File: src/rtl/fetch_pkg.sv
// Shared fetch-stage definitions: NOP encoding, reset PC default,
// FSM state encoding and the {pc,instr} bundle used by the prefetch FIFO.
package fetch_pkg;

    localparam logic [31:0] NOP_INSTR    = 32'h0000_0013;
    localparam logic [31:0] RESET_PC_DEF = 32'h0000_0000;

    typedef enum logic [1:0] {
        BOOT,
        RUN,
        FLUSH
    } fetch_state_e;

    typedef struct packed {
        logic [31:0] pc;
        logic [31:0] instr;
    } fetch_entry_t;

    function automatic logic [31:0] word_align(input logic [31:0] a);
        return a & ~32'h3;
    endfunction

endpackage

File: src/rtl/fetch_if.sv
// Instruction-memory request/response bus between fetch (master)
// and the instruction memory (slave).
interface fetch_if;

    logic        ftch_imem_req;
    logic [31:0] ftch_imem_addr;
    logic        imem_ftch_gnt;
    logic        imem_ftch_rvalid;
    logic [31:0] imem_ftch_rdata;

    modport master (
        output ftch_imem_req,
        output ftch_imem_addr,
        input  imem_ftch_gnt,
        input  imem_ftch_rvalid,
        input  imem_ftch_rdata
    );

    modport slave (
        input  ftch_imem_req,
        input  ftch_imem_addr,
        output imem_ftch_gnt,
        output imem_ftch_rvalid,
        output imem_ftch_rdata
    );

endinterface

File: src/rtl/fetch_fifo.sv
// Prefetch FIFO of {pc,instr} entries; clear wins over push/pop.
// DEPTH must be a power of two so the pointers wrap naturally.
module fetch_fifo
    import fetch_pkg::*;
#(
    parameter int DEPTH = 2
) (
    input  logic                     clk,
    input  logic                     rst,
    input  logic                     push,
    input  logic                     pop,
    input  logic                     clear,
    input  fetch_entry_t             wdata,
    output fetch_entry_t             rdata,
    output logic [$clog2(DEPTH):0]   count,
    output logic                     full,
    output logic                     empty
);

    localparam int AW = $clog2(DEPTH);
    localparam int CW = AW + 1;

    fetch_entry_t   mem [DEPTH];
    logic [AW-1:0]  rp;
    logic [AW-1:0]  wp;

    always_ff @(posedge clk or posedge rst) begin
        if (rst) begin
            rp    <= '0;
            wp    <= '0;
            count <= '0;
        end else if (clear) begin
            rp    <= '0;
            wp    <= '0;
            count <= '0;
        end else begin
            if (push) wp <= wp + AW'(1);
            if (pop)  rp <= rp + AW'(1);
            count <= count + CW'(push) - CW'(pop);
        end
    end

    always_ff @(posedge clk) begin
        if (push && !clear) mem[wp] <= wdata;
    end

    assign rdata = mem[rp];
    assign full  = (count == CW'(DEPTH));
    assign empty = (count == '0);

endmodule

File: src/rtl/fetch.sv
// Instruction-fetch stage: PC, imem request credits, redirect flush,
// prefetch buffering and the fetch->decode pipeline register.
module fetch
    import fetch_pkg::*;
#(
    parameter logic [31:0] RESET_PC   = RESET_PC_DEF,
    parameter int          FIFO_DEPTH = 2,
    parameter int          MAX_OUTST  = 2
) (
    input  logic        clk,
    input  logic        rst,
    fetch_if.master     imem,
    input  logic        dec_ftch_stall,
    input  logic        exec_ftch_redirect,
    input  logic [31:0] exec_ftch_target,
    output logic [31:0] ftch_dec_instr,
    output logic [31:0] ftch_dec_pc,
    output logic        ftch_dec_valid
);

    localparam int OW = (MAX_OUTST > 1) ? $clog2(MAX_OUTST) : 1;
    localparam int CW = $clog2(MAX_OUTST + 1);
    localparam int FW = $clog2(FIFO_DEPTH) + 1;
    localparam logic [31:0] FD = FIFO_DEPTH;
    localparam logic [31:0] MO = MAX_OUTST;

    fetch_state_e  state;
    fetch_state_e  state_n;
    logic [31:0]   pc;
    logic [31:0]   tgt;
    logic [CW-1:0] outst;
    logic [CW-1:0] outst_n;
    logic [CW-1:0] drop;
    logic [CW-1:0] drop_n;
    logic [31:0]   opc [MAX_OUTST];
    logic [OW-1:0] orp;
    logic [OW-1:0] owp;
    logic          credit;
    logic          fire;
    logic          rsp;
    logic          push;
    logic          pop;
    fetch_entry_t  head;
    fetch_entry_t  resp;
    logic [FW-1:0] fcount;
    logic          ffull;
    logic          fempty;

    function automatic logic [OW-1:0] nxt(input logic [OW-1:0] p);
        return (32'(p) == MO - 32'd1) ? '0 : p + OW'(1);
    endfunction

    assign tgt     = word_align(exec_ftch_target);
    assign credit  = (32'(outst) + 32'(fcount)) < FD && 32'(outst) < MO;
    assign fire    = imem.ftch_imem_req & imem.imem_ftch_gnt;
    assign rsp     = imem.imem_ftch_rvalid & (state == RUN)
                   & ~exec_ftch_redirect;
    assign resp    = '{pc: opc[orp], instr: imem.imem_ftch_rdata};
    assign pop     = ~exec_ftch_redirect & ~dec_ftch_stall & ~fempty;
    // A response only bypasses the FIFO when it is empty and decode is free.
    assign push    = rsp & (dec_ftch_stall | ~fempty);
    assign outst_n = outst + CW'(fire) - CW'(imem.imem_ftch_rvalid);

    assign imem.ftch_imem_addr = pc;

    always_ff @(posedge clk or posedge rst) begin
        if (rst) state <= BOOT;
        else     state <= state_n;
    end

    always_comb begin
        state_n = state;
        unique case (state)
            BOOT:    state_n = RUN;
            RUN:     state_n = RUN;
            FLUSH:   if (drop_n == '0) state_n = RUN;
            default: state_n = BOOT;
        endcase
        if (exec_ftch_redirect)
            state_n = (outst_n != '0) ? FLUSH : RUN;
    end

    always_comb begin
        imem.ftch_imem_req = 1'b0;
        unique case (state)
            RUN:     imem.ftch_imem_req = credit;
            default: imem.ftch_imem_req = 1'b0;
        endcase
    end

    always_comb begin
        drop_n = drop;
        if (exec_ftch_redirect)
            drop_n = outst_n;
        else if (state == FLUSH && imem.imem_ftch_rvalid)
            drop_n = drop - CW'(1);
    end

    always_ff @(posedge clk or posedge rst) begin
        if (rst) begin
            pc    <= RESET_PC;
            outst <= '0;
            drop  <= '0;
        end else begin
            outst <= outst_n;
            drop  <= drop_n;
            if (exec_ftch_redirect) pc <= tgt;
            else if (fire)          pc <= pc + 32'd4;
        end
    end

    // Request PCs travel beside the bus so responses can be tagged in order.
    always_ff @(posedge clk or posedge rst) begin
        if (rst) begin
            orp <= '0;
            owp <= '0;
        end else begin
            if (fire)                  owp <= nxt(owp);
            if (imem.imem_ftch_rvalid) orp <= nxt(orp);
        end
    end

    always_ff @(posedge clk) begin
        if (fire) opc[owp] <= pc;
    end

    always_ff @(posedge clk or posedge rst) begin
        if (rst) begin
            ftch_dec_instr <= NOP_INSTR;
            ftch_dec_pc    <= RESET_PC;
            ftch_dec_valid <= 1'b0;
        end else if (exec_ftch_redirect) begin
            ftch_dec_instr <= NOP_INSTR;
            ftch_dec_pc    <= tgt;
            ftch_dec_valid <= 1'b0;
        end else if (!dec_ftch_stall) begin
            if (!fempty) begin
                ftch_dec_instr <= head.instr;
                ftch_dec_pc    <= head.pc;
                ftch_dec_valid <= 1'b1;
            end else if (rsp) begin
                ftch_dec_instr <= resp.instr;
                ftch_dec_pc    <= resp.pc;
                ftch_dec_valid <= 1'b1;
            end else begin
                ftch_dec_instr <= NOP_INSTR;
                ftch_dec_valid <= 1'b0;
            end
        end
    end

    always @(posedge clk) begin
        if (!rst) assert (!(push && ffull && !pop));
    end

    fetch_fifo #(
        .DEPTH (FIFO_DEPTH)
    ) u_fifo (
        .clk   (clk),
        .rst   (rst),
        .push  (push),
        .pop   (pop),
        .clear (exec_ftch_redirect),
        .wdata (resp),
        .rdata (head),
        .count (fcount),
        .full  (ffull),
        .empty (fempty)
    );

endmodule

File: src/flat_wrapper.sv
// flat-port wrapper written by rule: the top's interface ports become plain ports
module fetch_flat import fetch_pkg::*;
#(
    parameter logic [31:0] RESET_PC   = RESET_PC_DEF,
    parameter int          FIFO_DEPTH = 2,
    parameter int          MAX_OUTST  = 2
)
  (clk, rst, dec_ftch_stall, exec_ftch_redirect, exec_ftch_target, ftch_dec_instr, ftch_dec_pc, ftch_dec_valid, imem_ftch_imem_req, imem_ftch_imem_addr, imem_imem_ftch_gnt, imem_imem_ftch_rvalid, imem_imem_ftch_rdata);
  fetch_if imem_i ();
  input  logic clk;
  input  logic rst;
  input  logic dec_ftch_stall;
  input  logic exec_ftch_redirect;
  input  logic [31:0] exec_ftch_target;
  output logic [31:0] ftch_dec_instr;
  output logic [31:0] ftch_dec_pc;
  output logic ftch_dec_valid;
  output wire logic [$bits(imem_i.ftch_imem_req)-1:0] imem_ftch_imem_req;
  output wire logic [$bits(imem_i.ftch_imem_addr)-1:0] imem_ftch_imem_addr;
  input wire logic [$bits(imem_i.imem_ftch_gnt)-1:0] imem_imem_ftch_gnt;
  input wire logic [$bits(imem_i.imem_ftch_rvalid)-1:0] imem_imem_ftch_rvalid;
  input wire logic [$bits(imem_i.imem_ftch_rdata)-1:0] imem_imem_ftch_rdata;
  assign imem_ftch_imem_req = imem_i.ftch_imem_req;
  assign imem_ftch_imem_addr = imem_i.ftch_imem_addr;
  assign imem_i.imem_ftch_gnt = imem_imem_ftch_gnt;
  assign imem_i.imem_ftch_rvalid = imem_imem_ftch_rvalid;
  assign imem_i.imem_ftch_rdata = imem_imem_ftch_rdata;
  fetch #(.RESET_PC(RESET_PC), .FIFO_DEPTH(FIFO_DEPTH), .MAX_OUTST(MAX_OUTST)) u_core (.clk(clk), .rst(rst), .imem(imem_i), .dec_ftch_stall(dec_ftch_stall), .exec_ftch_redirect(exec_ftch_redirect), .exec_ftch_target(exec_ftch_target), .ftch_dec_instr(ftch_dec_instr), .ftch_dec_pc(ftch_dec_pc), .ftch_dec_valid(ftch_dec_valid));
endmodule
File: config.mk
export PLATFORM = sky130hd
export DESIGN_NAME = fetch_flat
export DESIGN_NICKNAME = d
export VERILOG_FILES = /design/src/rtl/fetch_pkg.sv /design/src/rtl/fetch_if.sv /design/src/rtl/fetch_fifo.sv /design/src/rtl/fetch.sv /design/src/flat_wrapper.sv
export SDC_FILE = /design/constraint.sdc
export NUM_CORES = 1
export LEC_CHECK = 0
export ABC_AREA = 1
export CAP_MARGIN = 20
export CORE_MARGIN = 3
export CORE_UTILIZATION = 55
export DETAILED_ROUTE_END_ITERATION = 10
export GPL_TIMING_DRIVEN = 1
export PLACE_DENSITY = 0.82
export SLEW_MARGIN = 20
export SYNTH_ARGS = -nofsm -noshare
export SYNTH_HDL_FRONTEND = slang
export SYNTH_SLANG_ARGS = --single-unit
File: constraint.sdc
create_clock -name clk -period 5.6 [get_ports clk]
set_input_delay 0.56 -clock clk [delete_from_list [all_inputs] [get_ports clk]]
set_output_delay 0.56 -clock clk [all_outputs]
set_load 0.05 [all_outputs]
## Word-level counts from Yosys, hierarchy flattened

Memories as Yosys holds them, arrays and structs flattened.
Index checks and enable logic that the tools add are counted.
W data, S select, Z words.

- $add $sub $neg: 11
- Order comparisons: 2
- Equal/unequal tests: 5
- Mux-type cells: 32
- Bitwise logic cells: 10
- Reductions and logical operators: 13

Operator list:

| operator | number |
|---|---|
| $mux W32 | 10 |
| $add A32 B3 Y32 const B | 1 |
| $lt A32 B2 Y1 const B | 1 |
| $mux W1 | 15 |
| $mux W2 | 6 |
| $reduce_bool A2 Y1 | 4 |
| $and A1 B1 Y1 | 6 |
| $logic_not A2 Y1 | 3 |
| $ne A3 B2 Y1 const B | 2 |
| $add A1 B1 Y1 const B | 4 |
| $add A2 B1 Y2 | 2 |
| $pmux W2 S2 | 1 |
| $sub A2 B1 Y2 | 2 |
| $add A2 B2 Y3 | 1 |
| $logic_and A1 B1 Y1 | 3 |
| $not A1 Y1 | 3 |
| $eq A2 B1 Y1 const B | 1 |
| $eq A2 B2 Y1 const B | 1 |
| $lt A2 B2 Y1 const B | 1 |
| $ne A2 B1 Y1 const B | 1 |
| $reduce_and A2 Y1 | 1 |
| $reduce_or A2 Y1 | 1 |
| $sub A2 B1 Y2 const B | 1 |
| $logic_not A1 Y1 | 1 |
| $or A1 B1 Y1 | 1 |

- Bits in registers: 109
- RAM bits: 192
- Input bits: 70
- Word-level logic and storage cells: 87
- Memories kept: 2

Memories:

| name | depth | width | rd ports | clocked after Yosys merged registers in | wr ports | RTL line | text |
|---|---|---|---|---|---|---|---|
| u_core.u_fifo.mem | 2 | 64 | 1 | 0 | 1 | fetch_fifo.sv:23 | `fetch_entry_t mem [DEPTH];` |
| u_core.opc | 2 | 32 | 1 | 0 | 1 | fetch.sv:35 | `logic [31:0] opc [MAX_OUTST];` |

## Logic depth before layout (Yosys ltp)

Gate-level depths: netlist of run 1.

- Depth after elaboration: 12
- Depth in mapped cells: 16
- Gate-level depth less buffers: 16

## Cells and area by module

From an unflattened synthesis of run 1, not the netlist that was laid out.

- Cell total of the unflattened synthesis: 1149
- Area, all modules: 12974.9 sq um

By module, submodules not included:

| module | instances | cells each | area an instance (sq um) |
|---|---|---|---|
| fetch | 1 | 920 | 7977.7 |
| fetch_fifo | 1 | 229 | 4997.3 |

## Worst setup path before layout of run 1

No wires, ideal clock.

- Kind: input port to flip-flop
- Start point: in exec_ftch_redirect
- End point: mem u_core.u_fifo.mem[0][0] (netlist name), enable pin
- Library setup time: 482 ps
- Arrival time: 3872 ps
- Data required time: 5118 ps
- Slack: 1246 ps
- Cell stages on the path: 7
- Path through: buf_4 > inv_2 > nand2_2 > nor2_1 > buf_2 > o21ai_2 > nor2_1

- Cells in the longest elaborated chain, start to end: 6
- Elaborated cells between the ends (all ways): 7
- Those cells by class: mux (2); bitwise (3); reduce/logical (2)

Ends and longest elaborated chain:

| what | RTL line | text |
|---|---|---|
| start, declared | flat_wrapper.sv:13 | `input logic exec_ftch_redirect;` |
| $not A1 Y1 | fetch.sv:57 | `& ~exec_ftch_redirect;` |
| $and A1 B1 Y1 | fetch.sv:57 |  |
| $and A1 B1 Y1 | fetch.sv:61 | `assign push = rsp & (dec_ftch_stall \| ~fempty);` |
| $logic_and A1 B1 Y1 * | fetch_fifo.sv:44 | `if (push && !clear) mem[wp] <= wdata;` |
| $mux W1 * | fetch_fifo.sv:44 |  |
| $mux W1 (not written as such) * | fetch_fifo.sv:44 |  |
| end, declared | fetch_fifo.sv:23 |  |

Mark *: on every way between the ends. The rest lies on a longest branch, timed or not.

## Worst setup path in the final report of run 1

- Start point: reg u_core.u_fifo.count[0]
- End point: out imem_ftch_imem_req

- Cells in the longest elaborated chain, start to end: 4

Ends and longest elaborated chain:

| what | RTL line | text |
|---|---|---|
| start, declared | fetch_fifo.sv:15 | `output logic [$clog2(DEPTH):0] count,` |
| start signal, assigned | fetch_fifo.sv:39 | `count <= count + CW'(push) - CW'(pop);` |
| $add A2 B2 Y3 | fetch.sv:54 | `assign credit = (32'(outst) + 32'(fcount)) < FD && 32'(outst) < MO;` |
| $lt A32 B2 Y1 | fetch.sv:54 |  |
| $logic_and A1 B1 Y1 | fetch.sv:54 |  |
| $mux W1 | fetch.sv:85 | `unique case (state)` |
| end, declared | flat_wrapper.sv:18 | `output wire logic [$bits(imem_i.ftch_imem_req)-1:0] imem_ftch_imem_req;` |

No other way between the ends.

==> results of run 1 <==
-- worst max-delay path by stage --
stage / startpoint / to / slack [ns]
global route: u_core.u_fifo.count[0] / imem_ftch_imem_req / 2.12
floorplan: exec_ftch_redirect / u_core.u_fifo.mem[0][0] / 1.25
finish: u_core.u_fifo.count[0] / imem_ftch_imem_req / 2.21
detailed placement: exec_ftch_redirect / u_core.u_fifo.mem[0][58] / 1.84
CTS: u_core.u_fifo.count[0] / imem_ftch_imem_req / 2.19
global placement: imem_imem_ftch_rvalid / u_core.u_fifo.mem[0][57] / 1.87
-- critical path: cells and delay by family, from the launching register on --
kind | cells | cell delay (ns)
buffers and inverters | 2 | 0.90
and+or+nand+nor | 4 | 0.53
DFF | 1 | 0.43
adders and majority gates | 1 | 0.43
-- stage by stage --
stage	setup WS, ns	hold WS (ns)	utilization	instance area, um2	instances
detailed placement	1.84	0.464	0.646	14800	1793
finish	2.21	0.479	0.690	15800	1848
CTS	2.19	0.481	0.690	15800	1847
global route	2.12	0.500	0.690	15800	1848
floorplan	1.25	0.482	-	13000	1369
global placement	1.87	0.464	0.646	14800	1793
-- power groups by stage --
stage               clock (mW)  sequential (mW)  combinational (mW)
floorplan                    0             3.06               0.765
global placement             0             2.71                1.60
detailed placement           0             2.72                1.65
CTS                       2.03             2.68                1.67
global route              2.11             2.70                1.83
finish                    2.00             2.68                1.68
-- cells in the final DEF (no fill, tap or decap), types with 5 or more instances in the layout --
cell type        instances
clkinv_2                 7
a21oi_1                 33
xor2_1                  10
inv_1                  108
and2_1                  31
clkbuf_16               29
nand3_1                101
dfrtp_1                102
inv_2                    6
xnor2_1                  7
clkbuf_1                 5
nand2_1                537
buf_4                   12
ha_1                     5
o21ai_0                 55
nor2_2                  10
clkbuf_8                 6
a31oi_1                 30
edfxtp_1               184
nor2_1                  50
clkdlybuf4s50_1        162
-- sequential cells by signal, summed over array words and instances, names as in the netlist --
signal,cells
u_core.u_fifo.mem,124
u_core.opc,60
u_core.ftch_dec_instr,32
u_core.ftch_dec_pc,31
u_core.imem.ftch_imem_addr,30
u_core.drop,2
u_core.outst,2
u_core.state,2
u_core.u_fifo.count,2
u_core.ftch_dec_valid,1
u_core.orp,1
u_core.owp,1
u_core.u_fifo.rp,1
u_core.u_fifo.wp,1
-- cell type report --
cell class                      count  area, um2
Clock buffer                       40        827
Clock inverter                     14        175
Fill cell                        1662       7100
Inverter                          116        440
Multi-Input combinational cell    899       4070
Sequential cell                   290       8180
Tap cell                          313        392
Timing Repair Buffer              176       1730
-- cell families (layout without fill, tap and decap cells) --
group                    after synthesis  after routing
flip-flops                           290            290
AND/OR/NAND/NOR                      744            744
buffers and inverters                180            346
AO/OA/AOI/OAI                        130            130
adder cells (fa/ha/maj)                6              6
other                                  1              2
XOR/XNOR                              17             17
-- routing by layer --
metal | up-vias | part of all wire | global-route usage
li1 | 4735 | - | -
met5 | - | 0 | 0
met4 | 0 | 0.021 | 0.0808
met1 | 4756 | 0.40 | 0.332
met2 | 470 | 0.49 | 0.433
met3 | 51 | 0.087 | 0.0380
==> run metrics, run 1 <==
status=complete, no violations; Worst R2R Path Depth=7; buffer depth of the longest clock path=3; port buffer count=163; mux cell area share after synthesis=0; row count=55; Avg Vias per Cell=5.42; Pwr Total=6.37 mW; largest net degree at the start of global routing=78; most frequent cells after synthesis=537 x nand2_1, 184 x edfxtp_1, 109 x inv_1; top cell type's share of synthesized area=0.426; critical path cell sequence=nand2_1, inv_1, fa_1, nor2_1, nand2_1, nor2_1, clkdlybuf4s50_1; Worst Path Required=5.04 ns; Die Y-Extent=160 um; Hold-fix buffers, CTS=0; part of the power in the clock network=0.315; Die Width=160 um; drt drc=0; Crit-path slowest cell=clkdlybuf4s50_1; CTS buffer count=29; sequential-to-total area share from yosys stat=0.631; vias in the first global route=10,189; Detailed Place HPWL=19,800 um; global-route wire length before repair=52,000 um; sw frac=0.330; max cap viols=0; ANT cells=0; drt pass-1 iters=5; slowest stage delay, CP=0.85 ns; # Post-CTS Setup Buffers=0; syn avg cell area=9.48 um2; compound-gate portion of the synthesized area=0.0565; ys async rst share=0.366; # nets final=1,588; Final Hold Vio Count=0; largest family of logic cells by synthesized area=simple AND/OR/NAND/NOR gates; fin crit period=3.39 ns; post-synthesis cell type count=35; count leader, synth=nand2_1; core area=0.0229 mm2; Starting DRT DRC Count=900; Clock Skew=0.0118 ns; Logic pwr share=0.264; TNS Setup=0 ns; CP Launch Type=flop; cell count after synthesis=1,368; synthesized-area fraction occupied by adder cells=0.00637; Net Switching=2.10 mW; f_max=295 MHz; Max FO, Critical Path=3; cts repair resizes=0; Worst-Margin Slew=1.02 ns; Min-Delay Path Depth=2; CTS tree=built; clk root buf=clkbuf_16; initial core utilization=0.566; xor/xnor share of the synthesized area=0.0115; worst hold path type=flop to flop; critical path arrival=2.83 ns; Worst R2R End=u_core.u_fifo.mem[1][62]; Synth Area in Simple Gates=0.236; Slew Limit Fails=0; ANT nets after route=0; die area=0.0255 mm2; gr usage total=0.252; min-delay src=u_core.ftch_dec_pc[4]; R2R setup slack=2.56 ns; P_int=4.27 mW; share of cells above drive strength 1=0.0632; Ys Warns=0; Clock Latency Late Sink=0.54 ns; Layout Area Growth over Synthesis=22.0%; GRT overflow=0; fin crit share=0.606; Crit Path Category=flop to output port; Top FF cell, synth=edfxtp_1; wire per inst=17.7 um; number of synthesized flops with an enable pin=184; CTS HTree Levels=1; DRT Wirelength=32,700 um; Syn Std Cell Area=0.0130 mm2; initial antenna violation count=0; # IOs=168; most area-hungry cell type in the Yosys netlist=edfxtp_1; Setup Viol. Count Final=0; Reg power frac=0.421; Relative slew margins=0.318; RSZ-0062 raised after global routing=false; Synth area leaders=edfxtp_1 43%, dfrtp_1 20%, nand2_1 16%; clk sinks=290; Setup crit end kind=output port; Hold Path End=u_core.ftch_dec_pc[4]; Via Count=10,012; Power Dens Cells=402 mW/mm2; leakage=6.69 nW; Max VDD drop=0.306 mV; Worst-path clk slew=0.06 ns; RR Startpoint=u_core.state[1]; Yosys reg bits=290; gpl congestion=0.865
(Power assumes the default switching activity.)
==> inputs of run 2 (changes only) <==
Clock period 5.6 ns to 3.3 ns, I/O delays scaled along.
==> run 2 against run 1 <==
Compared with the run above:
- clock power increased by 54%
- first-iteration DRC count increased by 29%
- die area unchanged
- core utilization decreased by 0.23 points
- clock-buffer cell count decreased by 3
- global-route usage increased by 0.54 points
- sequential share of layout area increased by 0.17 points
==> run metrics, run 2 (same netlist as run 1, synthesis figures left out) <==
Worst R2R End=u_core.state[1] (was u_core.u_fifo.mem[1][62]); fin crit period=3.12 ns; drt pass-1 iters=6 (was 5); Die Y-Extent=160 um (unchanged); Die Width=160 um (unchanged); Clock Skew=0.00929 ns (was 0.0118 ns); worst setup margin=0.180 ns (was 2.21 ns); Power Dens Cells=666 mW/mm2 (was 402 mW/mm2); GRT overflow=0 (unchanged); largest net degree at the start of global routing=66 (was 78); buffer depth of the longest clock path=3 (unchanged); share of cells above drive strength 1=0.0655 (was 0.0632); Detailed Place HPWL=20,300 um (was 19,800 um); commonest non-fill, non-tap cell in the layout=nand2_1 (unchanged); Worst-path clk slew=0.06 ns (about the same); RSZ-0062 raised after global routing=false (unchanged); TNS Setup=0 ns (unchanged); row count=55 (unchanged); Clock Latency Late Sink=0.54 ns (about the same); worst hold path type=input port to async pin (was flop to flop); R2R setup slack=0.80 ns (was 2.56 ns); drt drc=0 (unchanged); cts repair resizes=0 (unchanged); CP Launch Type=flop (unchanged); # Post-CTS Setup Buffers=0 (unchanged); leakage=6.67 nW (was 6.69 nW); Top Usage Layer GRT=met2 (unchanged); ANT nets after route=0 (unchanged); gpl congestion=0.873 (was 0.865); fin crit share=0.945; Placement Setup Slack=0.741 ns (was 1.84 ns); Max FO, Critical Path=3 (unchanged); Relative slew margins=0.469 (was 0.318); area of the multi-input gates=0.00407 mm2 (about the same); critical path arrival=2.79 ns (was 2.83 ns); max cap viols=0 (unchanged); Worst-Margin Slew=0.796 ns (was 1.02 ns); Crit Path Category=flop to output port (unchanged); port buffer count=163 (unchanged); clk sinks=290 (unchanged); max reg flops=124 (unchanged); clk root buf=clkbuf_16 (unchanged); die area=0.0255 mm2 (unchanged); M1 GR Usage=0.342 (was 0.332); GRT met3 Usage=0.0492 (was 0.0380); CTS buffer count=29 (unchanged); # IOs=168 (unchanged); Hold-fix buffers, CTS=0 (unchanged); status=complete, no violations (unchanged); # fillers=1,668 (was 1,662); Worst Path Required=2.97 ns (was 5.04 ns); # nets final=1,597 (was 1,588); DRT Wirelength=33,000 um (was 32,700 um); Via Count=10,303 (was 10,012); grt met2 use=0.430 (was 0.433); RR Startpoint=u_core.u_fifo.count[0] (was u_core.state[1]); wire per inst=17.8 um (was 17.7 um); vias in the first global route=10,441 (was 10,189); Layout Area Growth over Synthesis=21.6% (was 22.0%); CTS tree=built (unchanged); core area=0.0229 mm2 (unchanged); Setup Viol. Count Final=0 (unchanged); Setup crit end kind=output port (unchanged); initial antenna violation count=1 (was 0); initial core utilization=0.566 (unchanged); Top Registers=u_core.u_fifo.mem x124, u_core.opc x60, u_core.ftch_dec_instr x32 (unchanged); Final Hold Vio Count=0 (unchanged); most frequent cells in the layout=537 x nand2_1, 184 x edfxtp_1, 162 x clkdlybuf4s50_1, 108 x inv_1, 102 x dfrtp_1 (unchanged); CTS HTree Levels=1 (unchanged); Largest Register=u_core.u_fifo.mem (unchanged); ANT cells=0 (unchanged); Starting DRT DRC Count=1,162 (was 900); Worst R2R Path Depth=14 (was 7); gr usage total=0.257 (was 0.252); Avg Vias per Cell=5.55 (was 5.42); Slew Limit Fails=0 (unchanged); global-route wire length before repair=53,200 um (was 52,000 um); Max VDD drop=0.538 mV (was 0.306 mV); f_max=321 MHz; sequential cell area=0.00818 mm2 (unchanged)
run 2: cell count changes in the layout (fill, tap and decap cells not counted), moves of 3 or more:
cell	before	now
clkinv_1	1	4
clkbuf_8	6	2
buf_4	12	21
bufinv_16	4	1
run 2: how the worst max path moves through the flow:
| stage | from | endpoint | slack, ns | depth (start not counted) |
|---|---|---|---|---|
| 6_report | u_core.u_fifo.count[0] | imem_ftch_imem_req | 0.18 | 7 |
| 5_1_grt | u_core.u_fifo.count[0] | imem_ftch_imem_req | 0.06 | 7 |
| 4_1_cts | u_core.u_fifo.count[0] | imem_ftch_imem_req | 0.16 | 7 |
| 3_5_place_dp | u_core.u_fifo.count[0] | imem_ftch_imem_req | 0.74 | 7 |
| 3_3_place_gp | u_core.u_fifo.count[0] | imem_ftch_imem_req | 0.78 | 7 |
| 2_1_floorplan | exec_ftch_redirect | u_core.u_fifo.mem[0][0] | -0.82 | 7 |
run 2: metal layers:
layer	routed length [um]	share of wire	vias to the layer above
li1	-	-	4763
met1	13200	0.40	4927
met2	15700	0.48	530
met3	3180	0.096	81
met4	871	0.026	2
met5	13	0.00039	-
run 2: area by class of cell:
cell class	instances	area share
sequential	290	0.519
multi-input combinational	899	0.258
timing repair buffer	185	0.114
clock buffer	37	0.0492
inverter	116	0.0278
tap	313	0.0248
clock inverter	16	0.00690
run 2: through the flow:
| step | power, mW | hold slack [ns] | utilization | instances | area, um2 |
|---|---|---|---|---|---|
| 6_report | 10.5 | 0.284 | 0.688 | 1856 | 15800 |
| 5_1_grt | 11.0 | 0.331 | 0.688 | 1856 | 15800 |
| 4_1_cts | 10.5 | 0.295 | 0.688 | 1856 | 15800 |
| 3_5_place_dp | 7.43 | 0.464 | 0.649 | 1803 | 14900 |
| 3_3_place_gp | 7.32 | 0.462 | 0.649 | 1803 | 14900 |
| 2_1_floorplan | 6.50 | 0.417 | - | 1369 | 13000 |
run 2: critical path, cell delays in order (launching register included):
cell,delay (ns)
dfrtp_1,0.42
nand2_1,0.08
inv_1,0.04
fa_1,0.43
nor2_1,0.18
nand2_1,0.13
nor2_1,0.11
clkdlybuf4s50_1,0.86
run 2: where the power goes:
part           switching, mW  leakage (nW)  internal, mW
clock                   1.35         0.435          1.73
combinational           1.98          3.23         0.884
sequential             0.257          3.01          4.30
==> inputs of run 3 (changes only) <==
Settings changed: CORE_MARGIN 3 to 4, CORE_UTILIZATION 55 to 50, PLACE_DENSITY 0.82 to 0.75.
==> run 3 against run 2 <==
Compared with the run above:
- total power increased by 0.64%
- critical endpoint unchanged
- non-clock buffer count is 1 higher
- first-iteration DRC count shrank 15%
- via count shrank 2.2%
- sequential power hardly changed
- worst hold slack worse by 0.036 ns
- highest routed layer unchanged
==> run metrics, run 3 (same netlist as run 1, synthesis figures left out) <==
status=complete, no violations (unchanged); wire per inst=17.9 um (was 17.8 um); leakage=6.70 nW (was 6.67 nW); Power Dens Cells=668 mW/mm2 (was 666 mW/mm2); # fillers=2,043 (was 1,668); ANT nets after route=0 (unchanged); Layout Area Growth over Synthesis=22.0% (was 21.6%); initial antenna violation count=1 (unchanged); ANT cells=0 (unchanged); Detailed Place HPWL=21,100 um (was 20,300 um); drt pass-1 iters=5 (was 6); clk sinks=290 (unchanged); Crit Path Category=flop to output port (unchanged); CP Launch Type=flop (unchanged); f_max=356 MHz (was 321 MHz); Final Hold Vio Count=0 (unchanged); Starting DRT DRC Count=993 (was 1,162); DP Area=0.0149 mm2 (about the same); Pwr Total=10.6 mW (was 10.5 mW); Worst-Margin Slew=0.775 ns (was 0.796 ns); RR Startpoint=u_core.u_fifo.count[0] (unchanged); Worst R2R End=u_core.state[1] (unchanged); Worst R2R Path Depth=14 (unchanged); port buffer count=163 (unchanged); GRT overflow=0 (unchanged); largest net degree at the start of global routing=66 (unchanged); global-route wire length before repair=52,900 um (was 53,200 um); worst hold path type=input port to async pin (unchanged); Max FO, Critical Path=3 (unchanged); Via Count=10,075 (was 10,303); DRT Wirelength=33,500 um (was 33,000 um); CTS buffer count=29 (unchanged); max reg flops=124 (unchanged); fin crit period=2.81 ns (was 3.12 ns); initial core utilization=0.512 (was 0.566); max cap viols=0 (unchanged); # IOs=168 (unchanged); RSZ-0062 raised after global routing=false (unchanged); Worst Path Required=2.97 ns (about the same); buffer depth of the longest clock path=3 (unchanged); Avg Vias per Cell=5.38 (was 5.55); row count=58 (was 55); grt met2 use=0.396 (was 0.430); fin crit share=0.852 (was 0.945); critical path arrival=2.48 ns (was 2.79 ns); drt drc=0 (unchanged); Top Usage Layer GRT=met2 (unchanged); Layout Utilization=0.625 (was 0.688); # nets final=1,598 (was 1,597); vias in the first global route=9,941 (was 10,441); clk root buf=clkbuf_16 (unchanged); Clock Latency Late Sink=0.55 ns (was 0.54 ns); Max VDD drop=0.485 mV (was 0.538 mV); placed cell count=1,821 (was 1,803); gr usage total=0.231 (was 0.257); post-route cell area=0.0158 mm2 (about the same); CTS tree=built (unchanged); Finished Layout Cells=1,874 (was 1,856); CTS HTree Levels=1 (unchanged); Relative slew margins=0.483 (was 0.469); most frequent cells in the layout=537 x nand2_1, 184 x edfxtp_1, 161 x clkdlybuf4s50_1, 108 x inv_1, 102 x dfrtp_1 (was 537 x nand2_1, 184 x edfxtp_1, 162 x clkdlybuf4s50_1, 108 x inv_1, 102 x dfrtp_1); Largest Register=u_core.u_fifo.mem (unchanged); Setup Viol. Count Final=0 (unchanged); Clock Skew=0.0146 ns (was 0.00929 ns); Setup crit end kind=output port (unchanged); M1 GR Usage=0.312 (was 0.342); Slew Limit Fails=0 (unchanged); die area=0.0286 mm2 (was 0.0255 mm2); R2R setup slack=0.78 ns (was 0.80 ns); GRT met3 Usage=0.0397 (was 0.0492); core area=0.0253 mm2 (was 0.0229 mm2); Worst-path clk slew=0.06 ns (about the same); Top Registers=u_core.u_fifo.mem x124, u_core.opc x60, u_core.ftch_dec_instr x32 (unchanged); Die Width=169 um (was 160 um); Hold-fix buffers, CTS=0 (unchanged); share of cells above drive strength 1=0.0661 (was 0.0655); commonest non-fill, non-tap cell in the layout=nand2_1 (unchanged); Die Y-Extent=169 um (was 160 um); gpl congestion=0.888 (was 0.873)
## run 3: changes by cell type in the layout (fill, tap and decap cells not counted)
cell / change
clkbuf_8: -1
clkbuf_1: -2
bufinv_16: +1
buf_4: +1
clkinv_2: -2
inv_8: +1
clkinv_1: +2
dlymetal6s2s_1: +1
clkinvlp_4: +1
clkdlybuf4s50_1: -1
## run 3: per-layer routing
metal	vias to the layer above	wire, um
li1	4768	-
met1	4809	13800
met2	439	16300
met3	57	2780
met4	2	609
met5	-	13
## run 3: report_power, final
part	switching, mW	total (mW)	internal, mW
logic	1.96	2.84	0.885
clock network	1.39	3.18	1.79
registers	0.253	4.55	4.30
## run 3: how the worst max path moves through the flow
| stage | start | endpoint | slack (ns) | cells after the start |
|---|---|---|---|---|
| finish | u_core.u_fifo.count[0] | imem_ftch_imem_req | 0.49 | 7 |
| global route | u_core.u_fifo.count[0] | imem_ftch_imem_req | 0.36 | 7 |
| CTS | u_core.u_fifo.count[0] | imem_ftch_imem_req | 0.07 | 7 |
| detailed placement | u_core.u_fifo.count[0] | imem_ftch_imem_req | 0.65 | 7 |
| global placement | u_core.u_fifo.count[0] | imem_ftch_imem_req | 0.70 | 7 |
| floorplan | exec_ftch_redirect | u_core.u_fifo.mem[0][0] | -0.82 | 7 |
## run 3: worst max-delay path: stages (launching register included)
cell and delay [ns]:
dfrtp_1 0.42, nand2_1 0.08, inv_1 0.04, fa_1 0.43, nor2_1 0.19, nand2_1 0.14
nor2_1 0.19, dlymetal6s2s_1 0.45
## run 3: through the flow
stage	hold slack, ns	setup WS, ns	setup TNS (ns)
global route	0.307	0.363	0
finish	0.247	0.488	0
CTS	0.263	0.0746	0
detailed placement	0.464	0.654	0
floorplan	0.417	-0.824	-102.19
global placement	0.461	0.698	0
## run 3: what timing repair did
action | 4_1_cts | 5_1_grt
setup buffers | 0 | 0
gates resized for setup | 0 | 1
endpoints found under the setup margin | 0 | 1
## run 3: cell type report
cell class	instances	area, um2	share of cell area
clock buffers	34	754	0.0477
clock inverters	19	155	0.00981
inverters	116	438	0.0277
multi-input cells	899	4070	0.257
flip-flops and latches	290	8180	0.517
well taps	330	413	0.0261
repair buffers	186	1810	0.115
